`src/rtl/requan_ctrl_if.sv`:
```
// requan_ctrl_if: groups the sample stream, power-table and multiplier signals
// of the requantizer sequencer. The slave modport is the controller's view and
// the master modport is the surrounding datapath/environment view.
interface requan_ctrl_if #(
  parameter int unsigned ROM_AW = 10
);
  // Upstream sample stream
  logic              in_valid;
  logic              in_ready;
  logic [15:0]       in_is;
  logic [15:0]       gain_mant;
  logic [3:0]        gain_shift;
  // Power table
  logic [ROM_AW-1:0] rom_addr;
  logic [19:0]       rom_data;
  // Multiplier
  logic [15:0]       mult_a;
  logic [15:0]       mult_b;
  logic [15:0]       mult_in;
  // Downstream sample stream
  logic              out_valid;
  logic              out_ready;
  logic [15:0]       out_data;
  // Granule bookkeeping
  logic [9:0]        sample_idx;
  logic              granule_done;

  modport slave (
    input  in_valid, in_is, gain_mant, gain_shift, rom_data, mult_in, out_ready,
    output in_ready, rom_addr, mult_a, mult_b, out_valid, out_data, sample_idx,
           granule_done
  );

  modport master (
    output in_valid, in_is, gain_mant, gain_shift, rom_data, mult_in, out_ready,
    input  in_ready, rom_addr, mult_a, mult_b, out_valid, out_data, sample_idx,
           granule_done
  );
endinterface

```
`src/rtl/requan_ctrl.sv`:
```
// requan_ctrl: sequences one Huffman-decoded sample at a time through the
// |is|^(4/3) power table and the external multiplier, applies exponent, gain
// shift and sign, and hands the 16-bit result downstream.
// Optional feature macro: REQUAN_SAT_EN (defined: saturate the result to
// 16 bits; undefined: keep the low 16 bits, two's-complement wrap).
module requan_ctrl #(
  parameter int unsigned ROM_AW      = 10,
  parameter int unsigned GRANULE_LEN = 576
) (
  input logic          clk,
  input logic          rst,
  requan_ctrl_if.slave bus
);

  typedef enum logic [1:0] {StIdle, StRom, StMul, StOut} state_e;

  localparam logic [15:0] RomMax  = 16'((32'd1 << ROM_AW) - 32'd1);
  localparam logic [9:0]  LastIdx = 10'(GRANULE_LEN - 1);

  state_e            state_q, state_d;
  logic              in_ready_q, in_ready_d;
  logic              sign_q, sign_d;
  logic              zero_q, zero_d;
  logic [15:0]       gain_mant_q, gain_mant_d;
  logic [3:0]        gain_shift_q, gain_shift_d;
  logic [ROM_AW-1:0] rom_addr_q, rom_addr_d;
  logic [15:0]       mult_b_q, mult_b_d;
  logic              out_valid_q, out_valid_d;
  logic [15:0]       out_data_q, out_data_d;
  logic [9:0]        sample_idx_q, sample_idx_d;
  logic              granule_done_q, granule_done_d;

  logic              accept;
  logic              out_hs;
  logic [15:0]       abs_is;
  logic [ROM_AW-1:0] addr_clamp;
  logic [3:0]        rom_exp;
  logic [15:0]       rom_mant;
  logic signed [31:0] p_ext;
  logic signed [31:0] p_shl;
  logic [15:0]       sample_out;
`ifdef REQUAN_SAT_EN
  logic signed [31:0] p_scaled;
  logic signed [31:0] p_signed;
`else
  logic [15:0]       p_low;
`endif

  assign rom_exp  = bus.rom_data[19:16];
  assign rom_mant = bus.rom_data[15:0];

  // in_ready_q gates acceptance so nothing is taken in the cycle reset releases.
  assign accept = (state_q == StIdle) && in_ready_q && bus.in_valid;
  assign out_hs = (state_q == StOut) && bus.out_ready;

  // Magnitude of the incoming sample, clamped to the last table entry.
  always_comb begin
    abs_is     = bus.in_is[15] ? (~bus.in_is + 16'd1) : bus.in_is;
    addr_clamp = (abs_is > RomMax) ? '1 : abs_is[ROM_AW-1:0];
  end

  // Scale the product by the table exponent and gain shift, then apply sign/zero.
  always_comb begin
    p_ext = {{16{bus.mult_in[15]}}, bus.mult_in};
    p_shl = p_ext <<< rom_exp;
`ifdef REQUAN_SAT_EN
    p_scaled = p_shl >>> gain_shift_q;
    p_signed = sign_q ? -p_scaled : p_scaled;
    if (zero_q) begin
      sample_out = '0;
    end else if (p_signed > 32'sd32767) begin
      sample_out = 16'h7fff;
    end else if (p_signed < -32'sd32768) begin
      sample_out = 16'h8000;
    end else begin
      sample_out = p_signed[15:0];
    end
`else
    // Only the low half survives, and negation of the low half needs no upper bits.
    p_low = 16'(p_shl >>> gain_shift_q);
    if (zero_q) begin
      sample_out = '0;
    end else begin
      sample_out = sign_q ? -p_low : p_low;
    end
`endif
  end

  // Next-state and next-output logic for the four-phase sample sequence.
  always_comb begin
    state_d        = state_q;
    sign_d         = sign_q;
    zero_d         = zero_q;
    gain_mant_d    = gain_mant_q;
    gain_shift_d   = gain_shift_q;
    rom_addr_d     = rom_addr_q;
    out_valid_d    = out_valid_q;
    out_data_d     = out_data_q;
    sample_idx_d   = sample_idx_q;
    granule_done_d = 1'b0;

    unique case (state_q)
      StIdle: begin
        if (accept) begin
          sign_d       = bus.in_is[15];
          zero_d       = (bus.in_is == 16'd0);
          gain_mant_d  = bus.gain_mant;
          gain_shift_d = bus.gain_shift;
          rom_addr_d   = addr_clamp;
          state_d      = StRom;
        end
      end
      StRom: begin
        state_d = StMul;
      end
      StMul: begin
        out_data_d  = sample_out;
        out_valid_d = 1'b1;
        state_d     = StOut;
      end
      StOut: begin
        if (out_hs) begin
          out_valid_d = 1'b0;
          state_d     = StIdle;
          if (sample_idx_q == LastIdx) begin
            sample_idx_d   = '0;
            granule_done_d = 1'b1;
          end else begin
            sample_idx_d = sample_idx_q + 10'd1;
          end
        end
      end
    endcase

    in_ready_d = (state_d == StIdle);
    // Gain operand is presented only while the table output is valid.
    mult_b_d   = (state_d == StMul) ? gain_mant_q : '0;
  end

  // State and output registers; reset abandons any sample in flight.
  always_ff @(posedge clk or posedge rst) begin
    if (rst) begin
      state_q        <= StIdle;
      in_ready_q     <= 1'b0;
      sign_q         <= 1'b0;
      zero_q         <= 1'b0;
      gain_mant_q    <= '0;
      gain_shift_q   <= '0;
      rom_addr_q     <= '0;
      mult_b_q       <= '0;
      out_valid_q    <= 1'b0;
      out_data_q     <= '0;
      sample_idx_q   <= '0;
      granule_done_q <= 1'b0;
    end else begin
      state_q        <= state_d;
      in_ready_q     <= in_ready_d;
      sign_q         <= sign_d;
      zero_q         <= zero_d;
      gain_mant_q    <= gain_mant_d;
      gain_shift_q   <= gain_shift_d;
      rom_addr_q     <= rom_addr_d;
      mult_b_q       <= mult_b_d;
      out_valid_q    <= out_valid_d;
      out_data_q     <= out_data_d;
      sample_idx_q   <= sample_idx_d;
      granule_done_q <= granule_done_d;
    end
  end

  assign bus.in_ready     = in_ready_q;
  assign bus.rom_addr     = rom_addr_q;
  // Table data only arrives in MUL, so this operand is a gated pass-through.
  assign bus.mult_a       = (state_q == StMul) ? rom_mant : '0;
  assign bus.mult_b       = mult_b_q;
  assign bus.out_valid    = out_valid_q;
  assign bus.out_data     = out_data_q;
  assign bus.sample_idx   = sample_idx_q;
  assign bus.granule_done = granule_done_q;

endmodule
```
`src/flat_wrapper.sv`:
```
// flat-port wrapper written by rule: the top's interface ports become plain ports
module requan_ctrl_flat 
#(
  parameter int unsigned ROM_AW      = 10,
  parameter int unsigned GRANULE_LEN = 576
)
  (clk, rst, bus_in_valid, bus_in_is, bus_gain_mant, bus_gain_shift, bus_rom_data, bus_mult_in, bus_out_ready, bus_in_ready, bus_rom_addr, bus_mult_a, bus_mult_b, bus_out_valid, bus_out_data, bus_sample_idx, bus_granule_done);
  requan_ctrl_if #(.ROM_AW(ROM_AW)) bus_i ();
  input logic clk;
  input logic rst;
  input wire logic [$bits(bus_i.in_valid)-1:0] bus_in_valid;
  input wire logic [$bits(bus_i.in_is)-1:0] bus_in_is;
  input wire logic [$bits(bus_i.gain_mant)-1:0] bus_gain_mant;
  input wire logic [$bits(bus_i.gain_shift)-1:0] bus_gain_shift;
  input wire logic [$bits(bus_i.rom_data)-1:0] bus_rom_data;
  input wire logic [$bits(bus_i.mult_in)-1:0] bus_mult_in;
  input wire logic [$bits(bus_i.out_ready)-1:0] bus_out_ready;
  output wire logic [$bits(bus_i.in_ready)-1:0] bus_in_ready;
  output wire logic [$bits(bus_i.rom_addr)-1:0] bus_rom_addr;
  output wire logic [$bits(bus_i.mult_a)-1:0] bus_mult_a;
  output wire logic [$bits(bus_i.mult_b)-1:0] bus_mult_b;
  output wire logic [$bits(bus_i.out_valid)-1:0] bus_out_valid;
  output wire logic [$bits(bus_i.out_data)-1:0] bus_out_data;
  output wire logic [$bits(bus_i.sample_idx)-1:0] bus_sample_idx;
  output wire logic [$bits(bus_i.granule_done)-1:0] bus_granule_done;
  assign bus_i.in_valid = bus_in_valid;
  assign bus_i.in_is = bus_in_is;
  assign bus_i.gain_mant = bus_gain_mant;
  assign bus_i.gain_shift = bus_gain_shift;
  assign bus_i.rom_data = bus_rom_data;
  assign bus_i.mult_in = bus_mult_in;
  assign bus_i.out_ready = bus_out_ready;
  assign bus_in_ready = bus_i.in_ready;
  assign bus_rom_addr = bus_i.rom_addr;
  assign bus_mult_a = bus_i.mult_a;
  assign bus_mult_b = bus_i.mult_b;
  assign bus_out_valid = bus_i.out_valid;
  assign bus_out_data = bus_i.out_data;
  assign bus_sample_idx = bus_i.sample_idx;
  assign bus_granule_done = bus_i.granule_done;
  requan_ctrl #(.ROM_AW(ROM_AW), .GRANULE_LEN(GRANULE_LEN)) u_core (.clk(clk), .rst(rst), .bus(bus_i));
endmodule
```
`config.mk`:
```
export PLATFORM = sky130hd
export DESIGN_NAME = requan_ctrl_flat
export DESIGN_NICKNAME = d
export VERILOG_FILES = /design/src/rtl/requan_ctrl_if.sv /design/src/rtl/requan_ctrl.sv /design/src/flat_wrapper.sv
export SDC_FILE = /design/constraint.sdc
export NUM_CORES = 1
export LEC_CHECK = 0
export BUFFER_PORTS_ARGS = -buffer_cell sky130_fd_sc_hd__buf_2
export CAP_MARGIN = 20
export CORE_UTILIZATION = 50
export CTS_CLUSTER_DIAMETER = 80
export DETAILED_ROUTE_END_ITERATION = 10
export GPL_TIMING_DRIVEN = 0
export PLACE_DENSITY = 0.8
export SLEW_MARGIN = 20
export SYNTH_ARGS = -nofsm -noshare
export SYNTH_HDL_FRONTEND = slang
export SYNTH_SLANG_ARGS = --single-unit
```
`constraint.sdc`:
```
create_clock -name clk -period 4.48 [get_ports clk]
set_clock_uncertainty 0.1 [all_clocks]
set_input_delay 0.448 -clock clk [delete_from_list [all_inputs] [get_ports clk]]
set_output_delay 0.448 -clock clk [all_outputs]
set_load 0.1 [all_outputs]
```
==> results.json, run 1 <==
{
  "status": "finished clean",
  "ys_seq_area_frac": 0.2872,
  "synth_top_area_share": 0.2872,
  "port_buffers": 143,
  "yosys_warnings": 0,
  "dpl.hpwl_um": 17590,
  "yosys-top-cells-count": "dfrtp_1 (79), nand2_1 (74), nor2_1 (67), and2_1 (38), clkbuf_1 (38)",
  "drive_gt1_frac": 0.2727,
  "cpLargestDelayFamily": "buffers and inverters",
  "p_total_w": 0.006684,
  "synth_top_family_by_area": "compound AO/OA/AOI/OAI gates",
  "fp.coreArea_um2": 13350,
  "critPathKind": "reg2reg",
  "synthAdderAreaFrac": 0.005454,
  "finalSetupTns_ns": 0,
  "slew_headroom": 0.4442,
  "ir_drop_uv": 302.0,
  "r2r_slack_ns": 0.17,
  "endpoint_kind": "flip-flop",
  "slowest_delay_ns": 0.57,
  "reg2reg_depth": 11,
  "finish.utilization": 0.6093,
  "clockPowerShare": 0.105,
  "crit_required_ns": 4.65,
  "die_y_um": 119.3,
  "synth.mux.area_fraction": 0.1647,
  "drc": 0,
  "instances_no_fill": 1111,
  "gr-usage-all-layers": 0.3167,
  "vias": 7309,
  "tightest_slew_ns": 0.8127,
  "gp_congestion": 1.027,
  "antenna_found_initial": 0,
  "sw_frac_of_total": 0.6036,
  "syn-num-nets": 855,
  "synthArstFlopShare": 1.000,
  "synth_top_area_cell": "dfrtp_1",
  "die_area_um2": 14240,
  "max-cap-violations": 0,
  "rsz0062_at_grt": "false",
  "syn_to_final_growth_pct": 18.16,
  "cts_max_level": 3,
  "grt-ovfl-total": 0,
  "critPathSlowestCell": "or4_1",
  "final_nets": 1009,
  "finalWirelength_um": 22600,
  "leakagePower_nw": 3.549,
  "cp-start-kind": "flip-flop",
  "grt_pass1_wl_um": 35530,
  "yosys_register_bits": 79,
  "ys_dominant_reg_cell": "dfrtp_1",
  "critPathArrivalTime_ns": 4.48,
  "synth_edf_count": 0,
  "regToRegStartpoint": "u_core.gain_shift_q[1]",
  "grt_pass1_vias": 6760,
  "switchingPower_w": 0.004035,
  "path_clk_slew_ns": 0.07,
  "hp-class": "in2async",
  "combPwrFrac": 0.722,
  "max_freq_mhz": 232.1,
  "min_period_over_period": 0.9615,
  "netlist_area_um2": 6883,
  "cts_root_buf": "clkbuf_16",
  "internal-power_w": 0.002649,
  "crit_chain": "buf_2 > clkbuf_1 > buf_1 > buf_1 > clkbuf_1 > o21ai_0 > o311a_1 > o31a_1 > or4_1 > or3_1 > nand3_1",
  "wl_per_cell_um": 20.35,
  "grt_max_degree": 46,
  "die_x_um": 119.3,
  "fin_crit_ns": 4.308,
  "drv_slew": 0,
  "rows": 42,
  "clk_latency_ns": 0.34,
  "post-place-cells": 1096,
  "setup_violations": 0,
  "whs_ns": 0.06366,
  "yosys.area_share.simple": 0.2229,
  "yosysMostFrequentCell": "dfrtp_1",
  "via_per_inst": 6.579,
  "ios": 147,
  "yosysUniqueCellTypes": 96,
  "drtPass1Iterations": 8,
  "hold_viol_final": 0,
  "power_density_nw_per_um2": 821.8,
  "synth_area_leaders": "dfrtp_1 (29%), mux4_2 (6.2%), mux2i_1 (4.8%), mux2_2 (4.6%), nand2_1 (4.0%)",
  "cts_tree": "built",
  "antenna_cells": 0,
  "cp_max_fo": 10,
  "antenna_left": 0,
  "cp_num_buf_inv": 5,
  "start_util": 0.5157,
  "seq_power_share": 0.173,
  "clock-sinks": 79,
  "synth_compound_area_frac": 0.2449,
  "synth.avg_cell_area_um2": 8.870,
  "clock_path_buffers": 2,
  "cts_buffers": 9,
  "r2r-end": "u_core.bus.out_data[15]",
  "initialDrtViolationCount": 870,
  "synth-xor-area-share": 0.02927,
  "synth_cells": 776
}
## per-stage QoR
| stage | setup slack, ns | instance area [um^2] |
|---|---|---|
| 2_1_floorplan | 0.8023 | 6883 |
| 3_3_place_gp | 0.09532 | 7819 |
| 3_5_place_dp | 0.1074 | 7841 |
| 4_1_cts | 0.1246 | 8129 |
| 5_1_grt | 0.07664 | 8133 |
| 6_report | 0.1723 | 8133 |
## area by class of cell
type | count | area (um^2)
repair buffers | 144 | 735.7
flip-flops and latches | 79 | 1977
clock buffers | 9 | 225.2
clock inverters | 7 | 62.56
fillers | 1176 | 5215
multi-input cells | 628 | 4598
plain buffers | 56 | 266.5
well taps | 176 | 220.2
inverters | 12 | 47.55
## worst register-to-register path, stage by stage, from the launching register on
cell and delay, ns:
dfrtp_1 0.33, buf_2 0.19, clkbuf_1 0.44, buf_1 0.48
buf_1 0.49, clkbuf_1 0.48, o21ai_0 0.17, o311a_1 0.17
o31a_1 0.39, or4_1 0.57, or3_1 0.37, nand3_1 0.07
## metal layers
metal  GRT usage  up-vias  part of all wire
met5           0        -                 0
met1      0.4308     3465              0.41
li1            -     3261                 -
met4      0.1242        0             0.041
met2      0.5036      493              0.46
met3     0.05125       90             0.097
## worst max path at each step
stage                                    to  cells past startpoint  slack (ns)                   start
finish              u_core.bus.out_data[15]                     11        0.17  u_core.gain_shift_q[1]
global route        u_core.bus.out_data[12]                     12        0.08        bus_rom_data[18]
CTS                 u_core.bus.out_data[10]                     13        0.12  u_core.gain_shift_q[0]
detailed placement  u_core.bus.out_data[15]                     12        0.11        bus_rom_data[18]
global placement    u_core.bus.out_data[14]                     13         0.1  u_core.gain_shift_q[0]
floorplan           u_core.bus.out_data[12]                     14        0.80        bus_rom_data[16]
## logic make-up after synthesis
| logic type | Yosys count |
|---|---|
| buffers and inverters | 69 |
| multiplexers | 84 |
| XOR/XNOR | 23 |
| adder cells (fa/ha/maj) | 3 |
| AO/OA/AOI/OAI | 221 |
| AND/OR/NAND/NOR | 297 |
| flip-flops | 79 |
## state kept, by name, indices dropped and copies added (netlist names)
register and flops:
u_core.sign_q 1, u_core.zero_q 1, u_core.state_q 2, u_core.bus.rom_addr 10, u_core.bus.mult_b 16, u_core.bus.sample_idx 10
u_core.gain_mant_q 16, u_core.bus.granule_done 1, u_core.bus.out_data 16, u_core.gain_shift_q 4, u_core.bus.in_ready 1, u_core.bus.out_valid 1
## power by group through the flow
stage	sequential, W	clock (W)	combinational (W)
detailed placement	0.00117	0	0.00472
finish	0.00116	0.000704	0.00482
CTS	0.00116	0.000708	0.00474
global placement	0.00115	0	0.00469
global route	0.00119	0.000736	0.00508
floorplan	0.00241	0	0.00254
## cell usage in the layout (no fill, tap or decap), drive strengths merged, types with 6 or more instances in the layout
cell	netlist	final
o31ai	10	10
buf	19	162
o21ai	37	37
a311oi	6	6
nand2b	6	6
a22o	6	6
inv	11	14
a21oi	31	31
nand4	8	8
a22oi	7	7
clkbuf	38	47
a21boi	7	7
or2	9	9
nor2b	14	14
and2	39	39
o211ai	11	11
a211oi	9	9
nand2	74	74
nor4	6	6
nor2	67	67
nand3	23	23
mux2	32	32
mux4	19	19
mux2i	33	33
and3	7	7
o22ai	10	10
a21o	6	6
nor3	20	20
xor2	14	14
dfrtp	79	79
xnor2	9	9
or3	9	9
## what timing repair did
item / 4_1_cts / 5_1_grt
endpoints found under the setup margin: 0 / 4
endpoints found under the hold margin: 0 / 0
hold buffers: 0 / 0
setup buffers: 0 / 0
resized for setup: 0 / 2
Note: power is estimated with default switching activity, not from simulation.
==> inputs of run 2 (changes only) <==
- CORE_ASPECT_RATIO: default -> 0.75
==> run 2 against run 1 <==
Compared with the run above: largest cell class unchanged; first-iteration DRC count grew 12%; non-clock buffer count grew 1; highest routed layer unchanged; hold slack lost 0.056 ns.
==> results.json, run 2 (synthesized netlist as in run 1, its figures left out) <==
{
  "status": "finished clean",
  "ios": 147,
  "start_util": 0.5215,
  "leakagePower_nw": 3.591,
  "die_y_um": 103.6,
  "grtUsageMet3": 0.1449,
  "setup_violations": 0,
  "met1_usage": 0.5130,
  "grt_pass1_wl_um": 38130,
  "gr-usage-all-layers": 0.3504,
  "regToRegStartpoint": "u_core.gain_shift_q[0]",
  "critPathArrivalTime_ns": 4.54,
  "finalWirelength_um": 24310,
  "vias": 7389,
  "drive_gt1_frac": 0.2767,
  "whs_ns": 0.007969,
  "postCtsSetupRepairBufs": 0,
  "antenna_cells": 0,
  "grt_max_degree": 51,
  "cp_max_fo": 10,
  "switchingPower_w": 0.004136,
  "rsz0062_at_grt": "false",
  "finish.utilization": 0.6205,
  "register_area_um2": 1977,
  "mostFrequentLayoutCells": "buf_2 (151), dfrtp_1 (79), nand2_1 (74)",
  "wl_per_cell_um": 21.96,
  "cts_root_buf": "clkbuf_16",
  "seq_power_share": 0.169,
  "fin_crit_ns": 4.381,
  "power_density_nw_per_um2": 843.6,
  "antenna_left": 0,
  "top_usage_layer": "met1",
  "rows": 36,
  "antenna_found_initial": 0,
  "path_clk_slew_ns": 0.07,
  "grt-ovfl-total": 0,
  "clock_path_buffers": 2,
  "finalSetupTns_ns": 0,
  "die_x_um": 137.5,
  "drc": 0,
  "critPathKind": "reg2reg",
  "port_buffers": 143,
  "endpoint_kind": "flip-flop",
  "grt_pass1_vias": 6900,
  "hp-class": "in2async",
  "syn_to_final_growth_pct": 18.98,
  "clockPowerShare": 0.118,
  "multi_input_area_um2": 4598,
  "min_period_over_period": 0.9779,
  "startpoint": "u_core.gain_shift_q[0]",
  "max_freq_mhz": 228.3,
  "slew_headroom": 0.4488,
  "hold_viol_final": 0,
  "tightest_slew_ns": 0.8267,
  "layout_commonest_cell": "buf_2",
  "via_per_inst": 6.675,
  "fp.coreArea_um2": 13200,
  "nFillCells": 1146,
  "ir_drop_uv": 776.1,
  "drv_slew": 0,
  "crit_required_ns": 4.64,
  "use_met2": 0.4720,
  "clk_latency_ns": 0.34,
  "clock-sinks": 79,
  "die_area_um2": 14240,
  "cts_max_level": 3,
  "final_nets": 1010,
  "dpl.hpwl_um": 19110,
  "sw_frac_of_total": 0.5987,
  "cp-start-kind": "flip-flop",
  "gp_congestion": 1.000,
  "combPwrFrac": 0.713,
  "internal-power_w": 0.002772,
  "cts_tree": "built",
  "drtPass1Iterations": 7,
  "initialDrtViolationCount": 978,
  "max-cap-violations": 0,
  "cts_hold_repair.buffers": 0,
  "cts_buffers": 9
}
## run 2: critical path: stages (launching register included)
cell and delay (ns):
dfrtp_1 0.54, clkbuf_2 0.36, buf_2 0.33, clkbuf_1 0.53, o21ai_0 0.20, a32oi_1 0.30
o22ai_1 0.16, nor3_1 0.30, a21o_1 0.14, ha_1 0.22, nand3b_4 0.13, or4b_1 0.57
or2_0 0.24, o211ai_1 0.17
## run 2: stage by stage
stage | setup WS, ns | power, W | instances | cell area (um^2)
2_1_floorplan | 0.8023 | 0.004941 | 776 | 6883
5_1_grt | 0.01275 | 0.007243 | 1107 | 8189
3_3_place_gp | -0.2521 | 0.005926 | 1090 | 7812
6_report | 0.09910 | 0.006908 | 1107 | 8189
4_1_cts | 0.07687 | 0.006806 | 1107 | 8184
3_5_place_dp | -0.1363 | 0.005961 | 1091 | 7843
## run 2: final cells by class
class	count	share of cell area
inverters	12	0.005806
clock buffers	9	0.02750
plain buffers	57	0.03361
flip-flops and latches	79	0.2414
clock inverters	7	0.01329
multi-input cells	628	0.5615
well taps	171	0.02613
repair buffers	144	0.09076
## run 2: worst paths after layout
kind	depth (start not counted)	to	slack, ns
setup / recovery	13	u_core.bus.out_data[12]	0.1
hold / removal	2	u_core.bus.mult_b[10]	0.008
setup reg to reg	13	u_core.bus.out_data[12]	0.1
hold reg to reg	2	u_core.bus.out_data[2]	0.37
max in group asynchronous	3	u_core.bus.out_data[0]	3.69
min in group clk	3	u_core.gain_shift_q[1]	0.22
## run 2: layer usage
metal	wire length (um)	share of wire
met5	0	0
met4	442	0.018
met3	3512	0.14
met2	9817	0.40
met1	10540	0.43
## run 2: power groups by stage
stage	Clock (W)	Combinational [W]	Sequential, W
2_1_floorplan	0	0.00254	0.00241
3_3_place_gp	0	0.00477	0.00116
3_5_place_dp	0	0.00479	0.00117
4_1_cts	0.000828	0.00482	0.00116
5_1_grt	0.000859	0.00518	0.00121
6_report	0.000817	0.00492	0.00117
## run 2: timing repair
item,CTS,global route
cloned,0,0
pin swaps,0,0
setup endpoints to repair,3,5
resized for setup,2,6
